## config.mk

```make
export PLATFORM = sky130hd
export DESIGN_NAME = sonar_ranger_ctrl
export DESIGN_NICKNAME = d
export VERILOG_FILES = /design/src/rtl/sonar_ranger_ctrl.sv
export SDC_FILE = /design/constraint.sdc
export NUM_CORES = 1
export LEC_CHECK = 0
export CAP_MARGIN = 20
export CORE_MARGIN = 4
export CORE_UTILIZATION = 59
export CTS_BUF_LIST = sky130_fd_sc_hd__clkbuf_4
export CTS_CLUSTER_DIAMETER = 200
export DETAILED_ROUTE_END_ITERATION = 12
export GPL_ROUTABILITY_DRIVEN = 0
export PLACE_DENSITY = 0.82
export SLEW_MARGIN = 20
export SYNTH_ARGS = -nofsm -noshare
export SYNTH_HDL_FRONTEND = slang
export SYNTH_SLANG_ARGS = --single-unit
```

## constraint.sdc

```tcl
create_clock -name clk -period 4.4 [get_ports clk]
set_input_delay 1.32 -clock clk [delete_from_list [all_inputs] [get_ports clk]]
set_output_delay 1.32 -clock clk [all_outputs]
set_load 0.01 [all_outputs]
```

## src/rtl/sonar_ranger_ctrl.sv

```systemverilog
// FPro slot core sequencing an HC-SR04-style ultrasonic ranger: trigger pulse,
// echo-width measurement with timeout, one-shot or periodic operation.
module sonar_ranger_ctrl #(
  parameter int unsigned CLK_FREQ_MHZ = 100,
  parameter int unsigned TRIG_US      = 10,
  parameter int unsigned TIMEOUT_US   = 30000,
  parameter int unsigned CNT_W        = 22
) (
  input  logic        clk,
  input  logic        reset_n,
  input  logic        cs,
  input  logic        read,
  input  logic        write,
  input  logic [4:0]  addr,
  input  logic [31:0] wr_data,
  output logic [31:0] rd_data,
  output logic        sonar_trig,
  input  logic        sonar_echo
);

  localparam int unsigned TRIG_CYC = CLK_FREQ_MHZ * TRIG_US;
  localparam int unsigned TO_CYC   = CLK_FREQ_MHZ * TIMEOUT_US;
  localparam logic [CNT_W-1:0] TrigLast = CNT_W'(TRIG_CYC - 1);
  localparam logic [CNT_W-1:0] WaitLast = CNT_W'(TO_CYC - 1);
  localparam logic [CNT_W-1:0] EchoMax  = CNT_W'(TO_CYC);

  typedef enum logic [2:0] {StIdle, StTrig, StWaitRise, StMeasure, StHoldoff} state_e;

  state_e            state_q, state_d;
  logic [CNT_W-1:0]  cnt_q, cnt_d;
  logic [31:0]       pcnt_q, pcnt_d, pcnt_inc;
  logic [31:0]       period_q;
  logic              cont_q, go_q;
  logic              done_q, timeout_q;
  logic [CNT_W-1:0]  result_q;
  logic [15:0]       sample_cnt_q;
  logic [1:0]        sync_q;
  logic              echo_d_q;
  logic              echo_s, rise, fall;
  logic              wr0, wr1, wr2;
  logic              sample_ok, sample_to;
  logic              unused_bits;

  assign unused_bits = ^{read, addr[4:2]};

  assign wr0 = cs & write & (addr[1:0] == 2'd0);
  assign wr1 = cs & write & (addr[1:0] == 2'd1);
  assign wr2 = cs & write & (addr[1:0] == 2'd2);

  assign echo_s = sync_q[1];
  assign rise   = echo_s & ~echo_d_q;
  assign fall   = ~echo_s & echo_d_q;

  assign pcnt_inc   = (pcnt_q == '1) ? pcnt_q : pcnt_q + 32'd1;
  assign sonar_trig = (state_q == StTrig);

  always_comb begin
    state_d   = state_q;
    cnt_d     = cnt_q;
    pcnt_d    = pcnt_inc;
    sample_ok = 1'b0;
    sample_to = 1'b0;
    unique case (state_q)
      StIdle: begin
        if (go_q) begin
          state_d = StTrig;
          cnt_d   = '0;
          pcnt_d  = '0;
        end
      end
      StTrig: begin
        if (cnt_q == TrigLast) begin
          state_d = StWaitRise;
          cnt_d   = '0;
        end else begin
          cnt_d = cnt_q + 1'b1;
        end
      end
      StWaitRise: begin
        if (rise) begin
          // The rise cycle is itself the first high cycle, keeping widths exact.
          state_d = StMeasure;
          cnt_d   = CNT_W'(1);
        end else if (cnt_q == WaitLast) begin
          state_d   = StHoldoff;
          sample_to = 1'b1;
        end else begin
          cnt_d = cnt_q + 1'b1;
        end
      end
      StMeasure: begin
        if (fall) begin
          state_d   = StHoldoff;
          sample_ok = 1'b1;
        end else if (cnt_q == EchoMax) begin
          state_d   = StHoldoff;
          sample_to = 1'b1;
        end else if (echo_s) begin
          cnt_d = cnt_q + 1'b1;
        end
      end
      StHoldoff: begin
        // Compare the value pcnt takes this cycle so trigger edges are exactly period apart.
        if (pcnt_inc >= period_q) begin
          if (cont_q) begin
            state_d = StTrig;
            cnt_d   = '0;
            pcnt_d  = '0;
          end else begin
            state_d = StIdle;
          end
        end
      end
      default: state_d = StIdle;
    endcase
  end

  always_ff @(posedge clk or negedge reset_n) begin
    if (!reset_n) begin
      state_q      <= StIdle;
      cnt_q        <= '0;
      pcnt_q       <= '0;
      period_q     <= '0;
      cont_q       <= 1'b0;
      go_q         <= 1'b0;
      done_q       <= 1'b0;
      timeout_q    <= 1'b0;
      result_q     <= '0;
      sample_cnt_q <= '0;
      sync_q       <= '0;
      echo_d_q     <= 1'b0;
    end else begin
      state_q  <= state_d;
      cnt_q    <= cnt_d;
      pcnt_q   <= pcnt_d;
      sync_q   <= {sync_q[0], sonar_echo};
      echo_d_q <= echo_s;
      go_q     <= wr0 & wr_data[0];
      if (wr0) cont_q <= wr_data[1];
      if (wr1) period_q <= wr_data;
      if (sample_ok || sample_to) begin
        done_q       <= 1'b1;
        timeout_q    <= sample_to;
        result_q     <= sample_ok ? cnt_q : '0;
        sample_cnt_q <= sample_cnt_q + 16'd1;
      end else if (wr2) begin
        done_q    <= 1'b0;
        timeout_q <= 1'b0;
      end
    end
  end

  always_comb begin
    rd_data = '0;
    unique case (addr[1:0])
      2'd0: rd_data = {29'b0, timeout_q, done_q, (state_q != StIdle)};
      2'd1: rd_data = period_q;
      2'd2: rd_data = 32'(result_q);
      2'd3: rd_data = {16'b0, sample_cnt_q};
      default: rd_data = '0;
    endcase
  end

endmodule

```

* Yosys cells after proc, flatten, opt, wreduce, memory -nomap -nowiden
Index checks and enable logic that the tools add are counted.
** Cells by class
- Bitwise gates (word level) :: 9
- Add/subtract/negate cells :: 3
- Equality and inequality tests :: 21
- Multiplexer cells :: 36
- Magnitude comparators :: 1
- Reductions and logical operators :: 8
** Operators with widths (number)
- $mux 22 :: 10
- $mux 32 :: 4
- $pmux 32 s4 :: 1
- $pmux 22 s5 :: 1
- $pmux 32 s2 :: 1
- $eq 22x22->1 const B :: 2
- $add 32x1->32 const B :: 1
- $eq 32x32->1 const B :: 1
- $ge 32x32->1 :: 1
- $add 22x1->22 const B :: 1
- $eq 22x10->1 const B :: 1
- $mux 3 :: 7
- $add 16x1->16 const B :: 1
- $pmux 3 s5 :: 1
- $ne 2x2->1 const B :: 6
- $mux 1 :: 10
- $ne 3x3->1 const B :: 3
- $reduce_and 8->1 :: 1
- $and 1x1->1 :: 7
- $eq 3x2->1 const B :: 2
- $reduce_and 5->1 :: 1
- $reduce_bool 5->1 :: 1
- $eq 2x2->1 const B :: 2
- $eq 3x1->1 const B :: 1
- 10 further kinds :: 11
** Word-level totals
- Input bits :: 43
- Register bits after elaboration :: 134
- Logic and storage cells :: 90
- Output and inout bits :: 33

* Depth between registers and ports, before layout
- Word-level depth :: 6
- Depth in mapped cells :: 19
- Gate-level depth less buffers :: 16

* Least setup slack after synthesis
No wires, ideal clock.
- Path kind :: input-to-output
- From :: input port addr[0]
- To :: output port rd_data[10]
- Required time :: 3.080 ns
- Arrival :: 2.600 ns
- Path buffers :: 2
- Cell stages on the path :: 4
- Setup slack :: 0.480 ns
- Path through :: clkbuf_1 -> clkbuf_1 -> mux2_2 -> a22o_1
** On the way
- Word-level cells in the longest chain between the ends :: 2
- Elaborated cells on any way between the ends :: 5
- Those cells by class :: eq/ne: 3; mux: 1; reduce/logical: 1
** RTL lines
- start: declaration :: line 14 : input logic [4:0] addr,
- $eq 2x2->1, or another cell as far along :: line 155 : unique case (addr[1:0])
- $pmux 32 s4 * :: line 155
- end: declaration :: line 16 : output logic [31:0] rd_data,
Every way passes the cells marked *; elsewhere a longest branch is shown, timed or not.

* Final worst setup path
- From :: input port addr[0]
- To :: output port rd_data[0]
The elaborated chain is that of the path after synthesis.

==> impl_metrics.json <==
{
  "vias_per_cell": 5.97,
  "timing.slew.headroom_pct": 43.5,
  "cts-htree-levels": 4,
  "core.rowCount": 41,
  "num-fill-cells": 929,
  "ys_seq_elements": 134,
  "grt-ovfl-total": 0,
  "detail-route-antenna-nets": 0,
  "insertion_delay_ns": 0.55,
  "post_synth.cell_area_avg_um2": 10.1,
  "drt_first_pass_iters": 5,
  "clockBufferDepth": 2,
  "drv.max_cap_violation_count": 0,
  "worst_slew_pin_slew_ns": 0.847,
  "drt_iter0_drc": 498,
  "layout.cells.most_common": "dfrtp_1",
  "wirelength_mm": 17.7,
  "finalHoldViolations": 0,
  "cts_num_sinks": 134,
  "drive_above_1_share_pct": 14.7,
  "global_route.usage.total_pct": 25.6,
  "timing.critical_path.from_type": "input port",
  "clk_transition_reported_paths_ns": 0.10,
  "sequential_area_share_after_synthesis_pct": 44.3,
  "synth.net_count": 830,
  "postCtsSetupBuffers": 0,
  "coreArea_um2": 12600,
  "syn_area_um2": 7570,
  "cp_data_required_time_ns": 3.08,
  "area.growth.synth_to_final_pct": 16.6,
  "vdd_ir_drop_max_uv": 267,
  "number_of_max_slew_violations_in_the_final_report": 0,
  "synth-edff-count": 0,
  "layout.cells.most_common_list": "dfrtp_1, inv_1, clkdlybuf4s50_1, nor2_1, mux2_2",
  "final.setup_skew_ns": 0.0173,
  "rsz0062_at_grt": "no",
  "design.die.area_um2": 14700,
  "power_leakage_uw": 0.00438,
  "final_min_period_over_clock_period_pct": 95.8,
  "ys_async_sr_fraction_pct": 100,
  "cts_made_buffers": 17,
  "num_io_pins": 76,
  "clock_tree_from_tritoncts": "built",
  "cts-hold-fix-buffers": 0,
  "highest_clock_rate_ghz": 0.237,
  "crit_slowest_cell": "mux4_2",
  "dieWidth_um": 121,
  "grt_antenna_before_repair": 0,
  "cp_slowest_stage_delay_ns": 0.54,
  "arrival_time_worst_endpoint_ns": 2.89,
  "syn-instance-count": 751,
  "synthFlopType": "dfrtp_1",
  "worst_setup_path_category": "in2out",
  "min-delay-path-class": "reg2reg",
  "combined_area_of_the_multi_input_logic_cells_um2": 3800,
  "start_util_pct": 60.2,
  "utilization_after_layout_pct": 70.2,
  "wire_per_inst_um": 17.4,
  "ff_latch_area_um2": 3350,
  "buffer_ports.inserted": 71,
  "drc_errors": 0,
  "path_cells": "dlygate4sd2_1 > buf_4 > mux4_2 > clkdlybuf4s50_1",
  "hold_ws_ns": 0.362,
  "run_status": "finished, final reports clean",
  "grt_pass1_wl_mm": 29.9,
  "grt_max_degree": 67,
  "yosys.cell_types.count": 64,
  "cellPowerDensity_nw_per_um2": 361,
  "first_global_vias": 6166,
  "clockRootBuffer": "clkbuf_4",
  "dp.final_hpwl_mm": 13.4,
  "finalWorstPathRequiredPeriod_ns": 4.21,
  "chipHeight_um": 121,
  "nature_of_the_critical_path_endpoint": "primary output",
  "num-nets-final": 911,
  "n_antenna_cell": 0,
  "setup_violations": 0,
  "crit_fanout": 5,
  "num_vias": 6076,
  "yosys_warnings": 0
}
## where the power goes
| part | switching, µW | leakage [µW] | internal [µW] | total (µW) |
|---|---|---|---|---|
| clock | 456 | 0.000126 | 326 | 782 |
| sequential | 152 | 0.00177 | 1370 | 1520 |
| combinational | 467 | 0.00248 | 422 | 889 |
## routing by layer
| metal | track usage [%] | wire length [µm] | vias up | share of wire (%) |
|---|---|---|---|---|
| met5 | 0 | 0 | - | 0 |
| li1 | - | - | 2840 | - |
| met3 | 5.45 | 1030 | 38 | 5.8 |
| met2 | 43.5 | 8940 | 213 | 51 |
| met1 | 32.8 | 7330 | 2985 | 41 |
| met4 | 8.54 | 384 | 0 | 2.2 |
## cell type report
cell class	count	share of cell area, %
flip-flops and latches	134	38.0
well taps	172	2.44
repair buffers	96	10.5
multi-input cells	514	43.1
inverters	69	2.94
clock inverters	15	1.57
clock buffers	17	1.45
## cells in the mapped netlist (2+ instances only)
library cell	instances	share of area (%)
nand4b_1	2	0.23
nor3_1	11	0.73
a22o_1	42	4.9
a21oi_1	17	1.1
mux4_2	3	0.89
a21o_1	16	1.6
a2111oi_0	3	0.35
nand3_1	45	3.0
or2_2	4	0.33
buf_2	10	0.66
and4_1	9	1.0
buf_1	3	0.15
o21ai_1	2	0.13
xor2_1	16	1.9
dfrtp_1	134	44
mux2_2	49	7.3
a31oi_1	4	0.33
nand2_1	41	2.0
o31ai_1	9	0.89
xnor2_1	29	3.4
or3_1	3	0.25
nand2b_1	3	0.25
nand3b_1	3	0.30
a221o_1	3	0.40
nor4_1	6	0.50
and3_1	16	1.3
nor2_2	2	0.17
o21ai_0	8	0.53
clkbuf_1	17	0.84
and2_1	18	1.5
o21a_1	3	0.30
nor2b_1	13	1.1
o211ai_1	4	0.40
and4b_1	2	0.26
a41oi_1	3	0.35
buf_6	2	0.30
nor2_1	50	2.5
inv_1	69	3.4
nand4_1	15	1.2
ha_1	36	6.0
a211o_1	3	0.35
## path summary, 6_finish.rpt
| path | start | to | slack, ns | cells after the start |
|---|---|---|---|---|
| max in group asynchronous | reset_n | cnt_q[4] | 2.68 | 2 |
| setup / recovery | addr[0] | rd_data[0] | 0.19 | 4 |
| hold reg to reg | sync_q[0] | sync_q[1] | 0.36 | 0 |
| hold / removal | sync_q[0] | sync_q[1] | 0.36 | 0 |
| min in group asynchronous | reset_n | done_q | 0.88 | 1 |
| setup reg to reg | pcnt_q[10] | pcnt_q[5] | 0.31 | 16 |
## worst max-delay path: cells and delay by family
family | cells | cell delay [ns]
muxes | 1 | 0.54
buffers and inverters | 3 | 1.04
## timing repair
item / CTS / global route
endpoints found under the setup margin: 19 / 11
gates resized for setup: 2 / 2
endpoints found under the hold margin: 0 / 0
## metrics by stage
stage / area, µm² / power [µW] / cells / TNS [ns] / worst slack [ns]
floorplan: 7570 / 2100 / 751 / 0 / 0.480
global placement: 8550 / 2360 / 985 / -0.704 / -0.0698
detailed placement: 8550 / 2420 / 985 / -1.14 / -0.104
CTS: 8820 / 3200 / 1017 / 0 / 0.0560
global route: 8820 / 3390 / 1017 / 0 / 0.0807
finish: 8820 / 3190 / 1017 / 0 / 0.186
## flip-flops by register name (all words and copies together) (netlist names)
register / count
cnt_q: 22
cont_q: 1
done_q: 1
echo_d_q: 1
go_q: 1
pcnt_q: 32
period_q: 32
result_q: 22
sample_cnt_q: 16
state_q: 3
sync_q: 2
timeout_q: 1
## cell families (layout without fill, tap and decap cells)
family | after synthesis | count (layout) | synth area share [%]
simple gates | 252 | 252 | 17.8
flops | 134 | 134 | 44.3
compound gates | 128 | 128 | 12.9
buf+inv | 103 | 197 | 5.54
mux | 53 | 53 | 8.31
xor+xnor | 45 | 45 | 5.21
fa+ha+maj | 36 | 36 | 5.95
Power figures use the tool's default switching activity.
